===== src/rtl/uart_pkg.sv =====
// Shared UART definitions: parity-mode codes and the transmitter state encoding.
package uart_pkg;

    localparam int PARITY_NONE = 0;
    localparam int PARITY_EVEN = 1;
    localparam int PARITY_ODD  = 2;

    typedef enum logic [2:0] {
        ST_IDLE   = 3'd0,
        ST_START  = 3'd1,
        ST_DATA   = 3'd2,
        ST_PARITY = 3'd3,
        ST_STOP   = 3'd4
    } tx_state_e;

endpackage


===== src/rtl/uart_baud_gen.sv =====
// Bit-period timer: o_tick marks the last cycle of a DIV-cycle bit, o_pre_tick the cycle before it.
module uart_baud_gen #(
    parameter int DIV = 4
) (
    input  logic i_clk,
    input  logic i_rst,
    input  logic i_restart,
    output logic o_tick,
    output logic o_pre_tick
);

    localparam int CW = $clog2(DIV);
    localparam logic [CW-1:0] LAST = CW'(DIV - 1);
    localparam logic [CW-1:0] PRE  = CW'(DIV - 2);

    logic [CW-1:0] cnt_q, cnt_d;

    always_comb begin
        cnt_d = cnt_q + 1'b1;
        if (i_restart || (cnt_q == LAST)) begin
            cnt_d = '0;
        end
    end

    always_ff @(posedge i_clk) begin
        if (!i_rst) begin
            cnt_q <= '0;
        end else begin
            cnt_q <= cnt_d;
        end
    end

    assign o_tick     = (cnt_q == LAST);
    assign o_pre_tick = (cnt_q == PRE);

endmodule


===== src/rtl/uart_tx_framed.sv =====
// Framed UART transmitter: START, DATA_BITS payload LSB first, optional parity, STOP_BITS stop bits.
// Handshake: a payload is taken on any rising edge with i_valid=1 and o_ready=1; o_ready is high only in IDLE.
module uart_tx_framed
    import uart_pkg::*;
#(
    parameter int CLK_HZ    = 12_000_000,
    parameter int BAUD      = 9600,
    parameter int DATA_BITS = 8,
    parameter int PARITY    = 0,
    parameter int STOP_BITS = 1
) (
    input  logic                 i_clk,
    input  logic                 i_rst,
    input  logic [DATA_BITS-1:0] i_data,
    input  logic                 i_valid,
    output logic                 o_ready,
    output logic                 o_tx,
    output logic                 o_busy,
    output logic [2:0]           o_state
);

    localparam int DIV = CLK_HZ / BAUD;
    localparam int BCW = $clog2(DATA_BITS);
    localparam logic [BCW-1:0] LAST_BIT = BCW'(DATA_BITS - 1);
    localparam logic HAS_PAR = (PARITY != PARITY_NONE);
    localparam logic ODD_PAR = (PARITY == PARITY_ODD);

    if (DIV < 2) begin : g_chk_div
        $error("uart_tx_framed: CLK_HZ/BAUD must be at least 2");
    end
    if (DATA_BITS < 5 || DATA_BITS > 9) begin : g_chk_bits
        $error("uart_tx_framed: DATA_BITS must be 5..9");
    end
    if (PARITY < 0 || PARITY > 2) begin : g_chk_par
        $error("uart_tx_framed: PARITY must be 0, 1 or 2");
    end
    if (STOP_BITS != 1 && STOP_BITS != 2) begin : g_chk_stop
        $error("uart_tx_framed: STOP_BITS must be 1 or 2");
    end

    tx_state_e            state_q, state_d;
    logic [DATA_BITS-1:0] shift_q, shift_d;
    logic [BCW-1:0]       bit_q, bit_d;
    logic                 stop_q, stop_d;
    logic                 par_q, par_d;
    logic                 tx_q, tx_d;
    logic                 tick, pre_tick, last_stop;

    // The timer is held at zero in IDLE, so the acceptance edge starts the START bit from count 0.
    uart_baud_gen #(.DIV(DIV)) u_baud (
        .i_clk      (i_clk),
        .i_rst      (i_rst),
        .i_restart  (state_q == ST_IDLE),
        .o_tick     (tick),
        .o_pre_tick (pre_tick)
    );

    assign last_stop = (STOP_BITS == 1) || stop_q;

    always_comb begin
        state_d = state_q;
        shift_d = shift_q;
        bit_d   = bit_q;
        stop_d  = stop_q;
        par_d   = par_q;
        tx_d    = tx_q;
        case (state_q)
            ST_IDLE: begin
                tx_d = 1'b1;
                if (i_valid) begin
                    state_d = ST_START;
                    shift_d = i_data;
                    par_d   = (^i_data) ^ ODD_PAR;
                    bit_d   = '0;
                    stop_d  = 1'b0;
                    tx_d    = 1'b0;
                end
            end
            ST_START: begin
                if (tick) begin
                    state_d = ST_DATA;
                    tx_d    = shift_q[0];
                end
            end
            ST_DATA: begin
                if (tick) begin
                    if (bit_q == LAST_BIT) begin
                        state_d = HAS_PAR ? ST_PARITY : ST_STOP;
                        tx_d    = HAS_PAR ? par_q : 1'b1;
                    end else begin
                        bit_d   = bit_q + 1'b1;
                        shift_d = shift_q >> 1;
                        tx_d    = shift_q[1];
                    end
                end
            end
            ST_PARITY: begin
                if (tick) begin
                    state_d = ST_STOP;
                    tx_d    = 1'b1;
                end
            end
            ST_STOP: begin
                // Leave one cycle early: the IDLE cycle that follows still drives the
                // line high and finishes the last stop bit, so a held i_valid starts
                // the next frame with no extra idle time.
                tx_d = 1'b1;
                if (last_stop) begin
                    if (pre_tick) begin
                        state_d = ST_IDLE;
                    end
                end else if (tick) begin
                    stop_d = 1'b1;
                end
            end
            default: begin
                state_d = ST_IDLE;
                tx_d    = 1'b1;
            end
        endcase
    end

    always_ff @(posedge i_clk) begin
        if (!i_rst) begin
            state_q <= ST_IDLE;
            shift_q <= '0;
            bit_q   <= '0;
            stop_q  <= 1'b0;
            par_q   <= 1'b0;
            tx_q    <= 1'b1;
        end else begin
            state_q <= state_d;
            shift_q <= shift_d;
            bit_q   <= bit_d;
            stop_q  <= stop_d;
            par_q   <= par_d;
            tx_q    <= tx_d;
        end
    end

    assign o_ready = (state_q == ST_IDLE);
    assign o_busy  = ~o_ready;
    assign o_tx    = tx_q;
    assign o_state = state_q;

endmodule

===== config.mk =====
export PLATFORM = sky130hd
export DESIGN_NAME = uart_tx_framed
export DESIGN_NICKNAME = d
export VERILOG_FILES = /design/src/rtl/uart_pkg.sv /design/src/rtl/uart_baud_gen.sv /design/src/rtl/uart_tx_framed.sv
export SDC_FILE = /design/constraint.sdc
export NUM_CORES = 1
export LEC_CHECK = 0
export CAP_MARGIN = 10
export CORE_MARGIN = 10
export CORE_UTILIZATION = 45
export CTS_CLUSTER_SIZE = 14
export DETAILED_ROUTE_END_ITERATION = 10
export GPL_TIMING_DRIVEN = 0
export PLACE_DENSITY = 0.65
export SYNTH_ARGS = -nofsm -noshare
export SYNTH_HDL_FRONTEND = slang
export SYNTH_SLANG_ARGS = --single-unit

===== constraint.sdc =====
create_clock -name i_clk -period 3.3 [get_ports i_clk]
set_input_delay 0.66 -clock i_clk [delete_from_list [all_inputs] [get_ports i_clk]]
set_output_delay 0.66 -clock i_clk [all_outputs]
set_load 0.005 [all_outputs]

==> metrics list <==
- The congestion estimate from routability-driven global placement came to approximately 0.76.
* Relative max-transition margin: 68.23%
- After legalization and detailed placement, the total HPWL measured 2197 um.
- Synthesis handed over a netlist of 158 instances.
* Vias after detailed routing: around 1100
* Most used DFF post-synth: sky130_fd_sc_hd__dfxtp_1
* Number of maximum-capacitance constraint violations: 0
- Measured along the x axis, the die boundary spans 77.55 um.
- For this run, the share of the core covered by cells in the final layout is ~56%.
- After floorplanning, the core was sized to cover about 3100 um2.
* Hold Fails Final Rpt: 0
- The worst setup path is launched from a flop.
* Critical path class: reg2out
* Source of the critical timing path: o_state[0]
* Worst-margin pin slew: 476.0 ps
- The top cell types in the final layout, fill and taps aside, are sky130_fd_sc_hd__dfxtp_1, sky130_fd_sc_hd__nor2_1, sky130_fd_sc_hd__nand2_1, sky130_fd_sc_hd__clkdlybuf4s50_1, sky130_fd_sc_hd__nand3_1.
- Fin Clk Skew: around 2.3 ps
- Of the total synthesized cell area, the portion taken by full adders, half adders and majority gates is 4.198%.
* Row count: 20
- Count of cell types in the netlist: 44
- For this run the aggregate overflow at the end of global routing stands at 0.
* Max Fanout on Critical Path: 10
- Clock-pin slew was measured on the worst setup and hold paths at 130 ps.
- In this run, CTS created clock tree buffers numbering 3.
- Leaving out fill and tap cells, the most frequent cell in the layout is sky130_fd_sc_hd__dfxtp_1.
- After detailed routing, the number of remaining DRC violations is 0.
- By area, the combinational part of the netlist is dominated by simple AND/OR/NAND/NOR gates.
- Mean routed wirelength per cell: 12.62 um
* Initial antenna violation count: 0
* CP Capture Point: o_ready
- IR analysis of the VDD net gives a maximum drop of 228.5 uV.
- Pin count of the biggest net entering global routing: 15
* Vias in the first global route: 1116
* Clock root buffer: sky130_fd_sc_hd__clkbuf_4
- Nets in the synthesized netlist: around 170
- For this run, the detailed router's first-pass iteration total came to 4.
- Final count of negative-setup-slack endpoints: 0
* First-pass GRT wire length: 4899 um
- Of the total synthesized cell area, the portion taken by XOR and XNOR cells is 5.290%.
- The worst register-to-register path has a setup slack of 1550 ps.
- Sinks on Clock Net: 26
* Via-per-instance ratio: between 5 and 6
* Sequential standard cell area: approximately 520 um2
* Final number of max-transition violations: 0
* Cells on worst reg2reg path: 6
* Synth Area in Compound Gates: 13.01%
- TritonCTS clock tree: done
- A synthesized cell averages 9.432 um2.
- Post-CTS Setup Inserts: 0
- Total routing usage reported by global routing: around a tenth
- In this run the vertical extent of the chip is slightly below 80 um.
- The final layout contains routed wiring with a total length of approximately 2800 um.
* Area added between synthesis and finish: 16.20%
- The layout has 325 filler cells.
- Number of flops mapped to enable cells by yosys: 0
- The later pin in the worst-skew pair is clocked with a latency of 310 ps.
- Req. time, crit path: about 2600 ps
- 0 antenna diodes ended up in the layout.
* Reg-to-reg endpoint: bit_q[2]
* Max frequency: 411.7 MHz
* Layout cell share with drive strength beyond 1: 25.42%
* Source of the worst register-to-register timing path: bit_q[0]
- The worst setup path is captured at an output port.
* Initial cell density of the core: 48.02%
- The die covers 6013 um2.
- Multi-input combinational cell area: about 870 um2
* First-iteration detailed-routing DRC count: a little over 50
* Overall power of the completed layout: roughly 0.66 mW
* Hold Path Class: reg2reg
- Total number of nets in the final design: 194
- Outcome: completed
* Port buffer count: 15
- CTS H-Tree Depth: 1
- Yosys printed 0 warnings.
* Syn Std Cell Area: about 1500 um2
- Number of buffers on the longest clock path: 2
- Proportion of synthesized area in mux cells: around 8%
* Remaining antenna violation count: 0
* Synthesis-stage register bit count: 26
* Arrival time reported for the critical path endpoint: 1770 ps
- The synthesized netlist devotes ~28% of its cell area to simple gates.
* Leakage dissipation: 0.6408 nW
- For the final routed database, the setup TNS stands at 0 ps.
- Async S/R FF share, synth: 0%
* Sequential fraction of the synthesis area: 34.93%
* IO Pins: 17
- Number of buffers added to fix hold violations after cts: 0
- Post-CTS repair changed the size of 0 cells.
- Worst hold slack: 466.0 ps
- Pwr/cell area: ~380 nW/um2
* Setup repair after global routing missed its margin: false
- In the finished design, the share of the clock period the worst path needs comes to 73.61%.
- Clock period minus worst slack: 2429 ps
==> power by group <==
part / internal [mW] / switching (mW) / total, mW
registers: 0.331 / 0.0102 / 0.341
logic: 0.0844 / 0.0772 / 0.162
clock network: 0.0674 / 0.0901 / 0.158
total: 0.483 / 0.178 / 0.660
==> metrics by stage <==
step                      setup WS, ps  instance area, um2  std cells
after floorplan                   1699                1490        158
after global placement            1231                1695        217
after detailed placement          1218                1695        217
after CTS                        839.2                1732        221
after global routing             760.1                1732        221
final                            870.8                1732        221
==> sequential cells by signal, indices dropped and copies added (netlist names) <==
name / cells
u_baud.cnt_q: 11
shift_q: 8
bit_q: 3
o_state: 3
o_tx: 1
==> area by class of cell <==
type | instances | area share (%)
Multi-Input combinational cell | 116 | 50.43
Sequential cell | 26 | 30.06
Timing Repair Buffer | 15 | 8.671
Buffer | 11 | 4.408
Tap cell | 44 | 3.179
Clock buffer | 4 | 2.095
Inverter | 5 | 1.156
==> synthesized netlist by cell type, drive strengths merged, types with 2 or more instances <==
cell type | count | area, um2
mux2 | 7 | 78.83
nor4b | 2 | 38.78
and4 | 2 | 17.52
ha | 5 | 62.56
inv | 4 | 15.01
buf | 7 | 58.80
o211ai | 7 | 87.58
nand4 | 3 | 18.77
mux2i | 4 | 40.04
o21ai | 10 | 80.07
nor2 | 17 | 63.81
clkbuf | 4 | 17.52
xnor2 | 5 | 43.79
dfxtp | 26 | 520.5
xor2 | 4 | 35.03
nor3b | 6 | 61.31
nand2 | 18 | 77.58
nand3 | 9 | 45.04
nor2b | 2 | 12.51
and3 | 3 | 18.77
==> layer usage <==
metal / part of all wire [%] / vias to the layer above / global-route usage [%]
met5: 0 / - / 0
met4: 1.2 / 0 / 3.832
met3: 3.3 / 4 / 2.650
met2: 46 / 14 / 15.72
met1: 50 / 512 / 11.59
li1: - / 588 / -
==> critical path, stage by stage, from the launching register on <==
cell and delay (ps):
sky130_fd_sc_hd__dfxtp_1 340, sky130_fd_sc_hd__buf_6 140, sky130_fd_sc_hd__or3_4 400, sky130_fd_sc_hd__clkinv_2 70, sky130_fd_sc_hd__clkdlybuf4s50_1 500
==> worst min-delay path by stage <==
stage	startpoint	to	slack, ps	cells after the start
finish	shift_q[4]	shift_q[4]	470	2
global route	shift_q[2]	shift_q[2]	480	2
CTS	shift_q[2]	shift_q[2]	470	2
detailed placement	shift_q[2]	shift_q[2]	450	2
global placement	shift_q[5]	shift_q[5]	450	2
floorplan	shift_q[0]	shift_q[0]	440	2
==> kinds of logic after synthesis <==
| family | after synthesis |
|---|---|
| buf+inv | 16 |
| xor+xnor | 9 |
| flops | 26 |
| compound gates | 21 |
| fa+ha+maj | 5 |
| mux | 11 |
| simple gates | 70 |
(Power assumes the default switching activity.)
